==> src/rtl/mem_read_responder.sv <==
// Single-outstanding read responder: accepts a fetch request, strobes the storage
// array, waits a per-request number of cycles, then returns the word with a valid pulse.
module mem_read_responder #(
    parameter int          ADDR_WIDTH  = 8,
    parameter int          DATA_WIDTH  = 8,
    parameter logic [3:0]  STOP_OPCODE = 4'b0001
) (
    input  logic                  clock,
    input  logic                  reset,
    input  logic                  MemRead,
    input  logic [ADDR_WIDTH-1:0] Addr,
    input  logic [1:0]            WaitStates,
    output logic [ADDR_WIDTH-1:0] ArrAddr,
    output logic                  ArrRd,
    input  logic [DATA_WIDTH-1:0] ArrData,
    output logic [DATA_WIDTH-1:0] DataOut,
    output logic                  DataValid,
    output logic                  Busy,
    output logic                  Halted
);

    typedef enum logic [1:0] {
        ST_IDLE = 2'b00,
        ST_WAIT = 2'b01,
        ST_RESP = 2'b10
    } state_t;

    state_t                  state_q, state_d;
    logic [1:0]              cnt_q, cnt_d;
    logic [ADDR_WIDTH-1:0]   arr_addr_q, arr_addr_d;
    logic                    arr_rd_q, arr_rd_d;
    logic [DATA_WIDTH-1:0]   data_out_q, data_out_d;
    logic                    data_valid_q, data_valid_d;
    logic                    busy_q, busy_d;
    logic                    halted_q, halted_d;

    // Next-state and next-output logic for the request sequencer
    always_comb begin
        state_d      = state_q;
        cnt_d        = cnt_q;
        arr_addr_d   = arr_addr_q;
        arr_rd_d     = 1'b0;
        data_out_d   = data_out_q;
        data_valid_d = 1'b0;
        halted_d     = halted_q;
        case (state_q)
            ST_IDLE: begin
                if (MemRead && !halted_q) begin
                    state_d    = ST_WAIT;
                    arr_addr_d = Addr;
                    cnt_d      = WaitStates;
                    arr_rd_d   = 1'b1;
                end else begin
                    state_d    = ST_IDLE;
                end
            end
            ST_WAIT: begin
                if (cnt_q != 2'd0) begin
                    cnt_d = cnt_q - 2'd1;
                end else begin
                    data_out_d   = ArrData;
                    data_valid_d = 1'b1;
                    state_d      = ST_RESP;
                    // A stop word is still delivered; it only blocks later requests
                    if (ArrData[3:0] == STOP_OPCODE) begin
                        halted_d = 1'b1;
                    end else begin
                        halted_d = halted_q;
                    end
                end
            end
            ST_RESP: begin
                state_d = ST_IDLE;
            end
            default: begin
                state_d = ST_IDLE;
            end
        endcase
        busy_d = (state_d != ST_IDLE);
    end

    // State and output registers
    always_ff @(posedge clock or negedge reset) begin
        if (!reset) begin
            state_q      <= ST_IDLE;
            cnt_q        <= 2'd0;
            arr_addr_q   <= '0;
            arr_rd_q     <= 1'b0;
            data_out_q   <= '0;
            data_valid_q <= 1'b0;
            busy_q       <= 1'b0;
            halted_q     <= 1'b0;
        end else begin
            state_q      <= state_d;
            cnt_q        <= cnt_d;
            arr_addr_q   <= arr_addr_d;
            arr_rd_q     <= arr_rd_d;
            data_out_q   <= data_out_d;
            data_valid_q <= data_valid_d;
            busy_q       <= busy_d;
            halted_q     <= halted_d;
        end
    end

    assign ArrAddr   = arr_addr_q;
    assign ArrRd     = arr_rd_q;
    assign DataOut   = data_out_q;
    assign DataValid = data_valid_q;
    assign Busy      = busy_q;
    assign Halted    = halted_q;

endmodule

==> config.mk <==
export PLATFORM = sky130hd
export DESIGN_NAME = mem_read_responder
export DESIGN_NICKNAME = d
export VERILOG_FILES = /design/src/rtl/mem_read_responder.sv
export SDC_FILE = /design/constraint.sdc
export NUM_CORES = 1
export LEC_CHECK = 0
export CAP_MARGIN = 5
export CORE_MARGIN = 1
export CORE_UTILIZATION = 45
export CTS_BUF_LIST = sky130_fd_sc_hd__clkbuf_4 sky130_fd_sc_hd__clkbuf_8
export DETAILED_ROUTE_END_ITERATION = 8
export GPL_TIMING_DRIVEN = 1
export PLACE_DENSITY_LB_ADDON = 0.3
export SLEW_MARGIN = 10
export SYNTH_ARGS = -nofsm -noshare
export SYNTH_HDL_FRONTEND = slang
export SYNTH_SLANG_ARGS = --single-unit
==> constraint.sdc <==
create_clock -name clock -period 2.75 [get_ports clock]
set_input_delay 0.55 -clock clock [delete_from_list [all_inputs] [get_ports clock]]
set_output_delay 0.55 -clock clock [all_outputs]
set_load 0.1 [all_outputs]
# Yosys cells after proc, flatten, opt, wreduce, memory -nomap -nowiden
# Cells that the tools add are included.
totals:
  regBits: 24
  out_inout_bits: 20
  elab_cells: 34
  inputBits: 21
op_classes:
  n_addsub: 1
  bitwise_logic: 1
  n_eq_ne: 4
  n_reduce_logical: 10
  mux: 10
op_table:
  columns: ["operator", "n"]
  rows:
  - ["2-bit case mux with 2 select lines", 2]
  - ["2-bit two-way mux", 3]
  - ["3-bit AND reduction", 2]
  - ["2-bit nonzero test", 3]
  - ["1-bit two-way mux", 5]
  - ["4-bit by 1-bit == test with 1-bit output, second input constant", 1]
  - ["2-bit != test, second input constant", 2]
  - ["2-bit AND reduction", 2]
  - ["2-bit by 1-bit == test with 1-bit output, second input constant", 1]
  - ["2-bit logical NOT", 1]
  - ["2-bit by 1-bit subtractor with 2-bit output, second input constant", 1]
  - ["1-bit logical AND", 1]
  - ["1-bit logical NOT", 1]
  - ["1-bit inverter", 1]

# Longest topological paths before layout
depth:
  word_depth: 5
  mapped_depth: 5

# Worst setup path after synthesis
# No wires, ideal clock.
synth_timing:
  kind: "reg-to-reg"
  from: "register halted_q, in the netlist Halted"
  to: "register arr_addr_q[1], in the netlist ArrAddr[1]"
  arrival_ns: 1.692
  required_time_ns: 2.625
  setup_time_ns: 0.125
  path_slack_ns: 0.932
  stages_incl_launch_ff: 4
  path_cell_list: "dfrtp_1 nor4b_4 buf_6 mux2_2"
synth_via:
  elab_chain_len: 3
synth_lines:
  columns: ["element", "line_no", "text"]
  rows:
  - ["from (decl)", "35", "logic halted_q, halted_d;"]
  - ["from (signal assigned)", "101", "halted_q <= halted_d;"]
  - ["1-bit logical NOT", "48", "if (MemRead && !halted_q) begin"]
  - ["1-bit logical AND", "48", null]
  - ["2-bit AND reduction (no line)", null, null]
  - ["to (signal assigned)", "96", "arr_addr_q <= arr_addr_d;"]
  - ["to (decl)", "30", "logic [ADDR_WIDTH-1:0] arr_addr_q, arr_addr_d;"]
# No other way between the ends.
# A chain may end at the register's enable or synchronous reset.

# Worst setup path after layout
layout_timing:
  from: "register halted_q, in the netlist Halted"
  to: "output Halted"
layout_lines:
  columns: ["element", "line_no", "text"]
  rows:
  - ["to (decl)", "19", "output logic Halted"]
# No word-level cell between the ends.

==> impl_metrics.yaml <==
floorplanning:
  io_pins: 41
  start_util: 0.481
  die_w_um: 48.0
  core-area_um2: 1980
  die-area_um2: 2310
  num_rows: 16
  die_h_um: 48.0
synth:
  syn-cell-area_um2: 953
  synth_area_leader_cell: "dfrtp_1"
  syn_avg_cell_area_um2: 15.6
  synth_area_leaders: "dfrtp_1, mux2_2, nor4b_4, nor4b_1, a221oi_2"
  synth_sequential_area_ratio: 0.630
  synth-compound-area-share: 0.0420
  ys_types: 18
  synthSimpleGateAreaFrac: 0.0945
  synthDominantCellAreaShare: 0.630
  yosys.area_share.adder: 0.0131
  synth-seq-cells: 24
  synthMuxAreaShare: 0.189
  ys_warn_count: 0
  synth.net_count: 83
  synth_cells: 61
  synth_xor_area_frac: 0
  synth_top_family_by_area: "multiplexers"
setup_path:
  start_kind: "flip-flop"
  rrSetupSlack_ps: 1300
  worstPathArrival_ps: 1100
  crit_type: "reg2out"
  cp_cell_sequence: "buf_4"
  end_kind: "output port"
  crit_family: "flip-flops"
  worstPathRequired_ps: 2200
  r2r_cells: 5
  r2r_start: "cnt_q[0]$_DFFE_PN0P_"
  reg2reg_to: "cnt_q[0]$_DFFE_PN0P_"
  slowest_stage: "dfrtp_1"
  worst-path-buf-inv: 1
  critPathMaxFanout: 4
  max_stage_delay_ps: 470
global_routing:
  grt_usage: 0.144
  grt_pass1_vias: 534
  overflow: 0
  antenna_found_initial: 0
  grt_max_degree: 25
  grt_pass1_wl_um: 2210
clock_tree:
  holdBufCountCts: 0
  cts.sinks: 24
  cts_buffers: 3
  cts-root-buf: "clkbuf_4"
  clock_latency_ps: 300
  cts_tree: "done"
  cts_resized: 0
  post_cts_buffers: 0
  clockBufferDepth: 2
  htreeDepth: 1
  clkTransAtPathRegs_ps: 120
timing:
  setup_viol: 0
  hold_viol: 0
  timing.fmax_ghz: 0.606
  fin_crit_ps: 1650
  timing.setup.tns_ps: 0
  worst_pin_slew_ps: 407
  rsz0062_at_grt: "false"
  slew_violations: 0
  relSlewSlack: 0.728
  fin_worst_skew_ps: 0.919
  min_period_over_period: 0.600
drt:
  first_iter_violations: 2
  ant_nets: 0
  dr.pass1.iters: 2
  post_drt_via_cell_ratio: 4.67
  wl_per_cell_um: 12.3
  routed_wl_um: 1630
  vias: 621
  route.detailed.drc: 0
final_layout:
  num-fill-cells: 146
  syn_to_final_growth_pct: 44.5
  final_nets: 129
  diodes: 0
  drive_gt1_frac: 0.481
outcome:
  status: "finished clean"
worst_hold_path:
  worstHoldStart: "DataOut[2]$_DFFE_PN0P_"
  hold_class: "reg2reg"
  hold_depth: 1
  min_to: "DataOut[2]$_DFFE_PN0P_"
place:
  port_buffers: 40
  gp_congestion: 0.794
  hpwl_um: 1280
run:
  cap_viol_max_count: 0
-- worst register-to-register path, stage by stage (launching register included) --
cell and delay, ps:
dfrtp_1 390, inv_1 60, ha_1 240, nor3b_1 380, or2_2 210, o22a_2 130
-- cell usage after synthesis --
master,instances
nand2_4,1
nor3_1,1
or2_2,2
inv_2,1
and2b_2,1
nor4b_1,2
ha_1,1
dfrtp_1,24
a21o_2,1
a221oi_2,1
nor4b_4,1
nor3b_1,1
a31oi_1,1
buf_6,1
nor2_1,1
inv_1,4
o22a_2,1
mux2_2,16
-- cells in the final DEF, fill, tap and decap left out --
cell type	synthesis	layout
clkdlybuf4s50_1	0	20
mux2_2	16	16
inv_2	1	1
nor3b_1	1	1
and2b_2	1	1
ha_1	1	1
nor2_1	1	1
nor4b_1	2	2
a21o_2	1	1
or2_2	2	2
buf_4	0	22
dfrtp_1	24	24
inv_1	4	4
o22a_2	1	1
clkbuf_4	0	3
a221oi_2	1	1
nor3_1	1	1
nor4b_4	1	1
clkbuf_8	0	1
a31oi_1	1	1
nand2_4	1	1
-- sequential cells by signal (all words and copies together) (netlist names) --
| name | flops |
|---|---|
| ArrAddr | 8 |
| ArrRd | 1 |
| Busy | 1 |
| DataOut | 8 |
| DataValid | 1 |
| Halted | 1 |
| cnt_q | 2 |
| state_q | 2 |
-- worst max path at each step --
stage / cells after the start / from / end / slack (ps)
after global routing: 1 / Halted$_DFFE_PN0P_ / Halted / 1060
after global placement: 5 / MemRead / cnt_q[0]$_DFFE_PN0P_ / 830
after floorplan: 3 / Halted$_DFFE_PN0P_ / ArrAddr[1]$_DFFE_PN0P_ / 930
after detailed placement: 5 / MemRead / cnt_q[0]$_DFFE_PN0P_ / 810
final: 1 / Halted$_DFFE_PN0P_ / Halted / 1100
after CTS: 1 / Halted$_DFFE_PN0P_ / Halted / 1090
-- layer usage --
metal | track usage | routed length, µm | vias to the layer above
li1 | - | - | 302
met1 | 0.186 | 674 | 300
met4 | 0.0833 | 13 | 0
met2 | 0.230 | 868 | 17
met3 | 0.0226 | 75 | 2
met5 | 0 | 0 | -
-- cell families after synthesis --
| group | Yosys count |
|---|---|
| mux | 16 |
| buf+inv | 6 |
| compound gates | 4 |
| fa+ha+maj | 1 |
| flops | 24 |
| simple gates | 10 |
-- layout make-up --
| class | instances | area, µm² | share of cell area |
|---|---|---|---|
| clock buffers | 4 | 36.3 | 0.0263 |
| inverters | 5 | 18.8 | 0.0136 |
| multi-input cells | 31 | 323 | 0.234 |
| flip-flops and latches | 24 | 601 | 0.436 |
| well taps | 27 | 33.8 | 0.0245 |
| repair buffers | 42 | 365 | 0.265 |
-- per-stage QoR --
stage                     worst slack [ps]   util  cell area (µm²)  hold slack (ps)  instances
after floorplan                        932      -              953              254         61
after global placement                 830  0.677             1340              488        129
after detailed placement               806  0.677             1340              499        129
after CTS                             1090  0.695             1380              528        133
after global routing                  1060  0.695             1380              539        133
final                                 1100  0.695             1380              523        133
Power is left out: the tool's default activity adds up to more than one toggle a clock period on the data nets, which glitch-free logic cannot reach.
==> patch, RTL diff (same flow settings) <==
Change the parameter `ADDR_WIDTH` from 8 to 6.
--- a/src/rtl/mem_read_responder.sv
+++ b/src/rtl/mem_read_responder.sv
@@ -3,3 +3,3 @@
 module mem_read_responder #(
-    parameter int          ADDR_WIDTH  = 8,
+    parameter int          ADDR_WIDTH  = 6,
     parameter int          DATA_WIDTH  = 8,
Interface: changed (resized Addr and ArrAddr); port bits go from 41 to 37. No check against the original RTL was run, so the function may have changed too.
==> patch against the unedited design <==
- wire length is 7.7% lower
- critical path depth is 4 higher
- maximum frequency is 3.2% higher
- area after synthesis is 9.7% lower
- cell area is 9.2% lower
- cell count is 7.5% lower
- setup slack better by 0.050 ns
- sequential cell count is 2 lower
- critical endpoint is now cnt_q[0]
Power is left out: the tool's default activity adds up to more than one toggle a clock period on the data nets, which glitch-free logic cannot reach.
==> patch: results (changes against the unedited design) <==
* Routed vias/inst at 4.756 (+1.9%)
* Outcome: complete, no violations
* Initial drt markers at 4 (+2)
* Synth Area in Compound Gates at 0.04360 (+0.001610)
* Met3 GRT Util at 0.03571 (+0.01307)
* Gpl congestion at 0.7771 (-2.2%)
* First-pass GRT wire length at 2532 um (+14%)
* Setup WS pre-CTS at 0.8240 ns (+0.01777 ns)
* Crit Path Max Fanout at 11 (+7)
* Post-synthesis adder-cell area fraction at 0.01453 (+0.001412)
* DRT Wirelength at 1506 um (-7.7%)
* Top post-synthesis cells by count: dfrtp_1 (22), mux2_2 (14), inv_1 (4)
* Share of layout cells above drive strength 1 at 0.4592 (-0.02195)
* FILL cells at 145 (-0.68%)
* Max clock buf depth at 2 (unchanged)
* I/O Buffers at 36 (-10%)
* GRT Total Usage at 0.1784 (+0.03430)
* DRT Pass-1 Iters at 2 (unchanged)
* YS warnings at 0 (unchanged)
* Number of buffers created by CTS at 3 (unchanged)
* CP arrival at 1.80 ns (+0.70 ns)
* Worst Clk Skew at 0.001951 ns (+0.001032 ns)
* Top cells by area, synth: dfrtp_1 (64%), mux2_2 (18%), nor4b_1 (2.0%), a221oi_2 (1.7%), inv_1 (1.7%)
* R2R setup slack at 1.30 ns (about the same)
* Nets@finish at 119 (-7.8%)
* H-tree depth at 1 (unchanged)
* Post-synthesis mux area share at 0.1831 (-0.005837)
* Syn nets at 77 (-7.2%)
* Largest net degree at the start of global routing at 23 (-8.0%)
* Synth async-reset ratio at 1.000 (unchanged)
* Post-detail-place hpwl at 1176 um (-8.5%)
* Met1 Resource Use GR at 0.2041 (+0.01859)
* # diodes at 0 (unchanged)
* Final period util at 0.5820 (-0.01834)
* Sequential-to-total area share from yosys stat at 0.6395 (+0.009614)
* XOR/XNOR Fraction of Synth Area at 0 (unchanged)
* Worst Tran Pin Value at 0.4262 ns (+0.01869 ns)
* Initial antenna violation count at 0 (unchanged)
* GR Layer Usage met2 at 0.3143 (+0.08456)
* Vias in the first global route at 595 (+11%)
-- patch: changes by cell type after synthesis, sizes merged --
cell | unedited run | this run
dfrtp | 24 | 22
mux2 | 16 | 14
and2b | 1 | 0
nor2b | 0 | 1
-- patch: metrics by stage --
stage / instance area (um2) / std cells / hold WS [ns]
2_1_floorplan: 860.8 / 57 / 0.2544
3_3_place_gp: 1215 / 119 / 0.4908
3_5_place_dp: 1215 / 119 / 0.4955
4_1_cts: 1251 / 123 / 0.5240
5_1_grt: 1251 / 123 / 0.5375
6_report: 1251 / 123 / 0.5181
-- patch: path summary, 6_finish.rpt --
path	from	to	cells after the start
worst max register to register	cnt_q[0]	cnt_q[1]	5
worst min register to register	DataOut[0]	DataOut[0]	1
worst max-delay path	MemRead	cnt_q[0]	5
worst min-delay path	DataOut[0]	DataOut[0]	1
min in group asynchronous	reset	ArrAddr[4]	2
max in group asynchronous	reset	DataOut[1]	2
-- patch: logic make-up after synthesis --
group / Yosys count
compound gates: 4
flops: 22
simple gates: 10
mux: 14
buf+inv: 6
fa+ha+maj: 1
-- patch: critical path: stages --
cell and delay, ns:
clkdlybuf4s50_1 0.41, nor4b_2 0.16, buf_4 0.18, or2_2 0.31
o22a_1 0.19
-- patch: area by class of cell --
class	instances	share of cell area
flip-flops and latches	22	0.4400
repair buffers	38	0.2640
well taps	25	0.02500
clock buffers	4	0.02900
inverters	5	0.01500
multi-input cells	29	0.2270
-- patch: metal layers --
layer | wire [um] | up-vias
met5 | 0 | -
met4 | 18 | 0
met3 | 87 | 2
met2 | 770 | 20
met1 | 630 | 282
li1 | - | 281
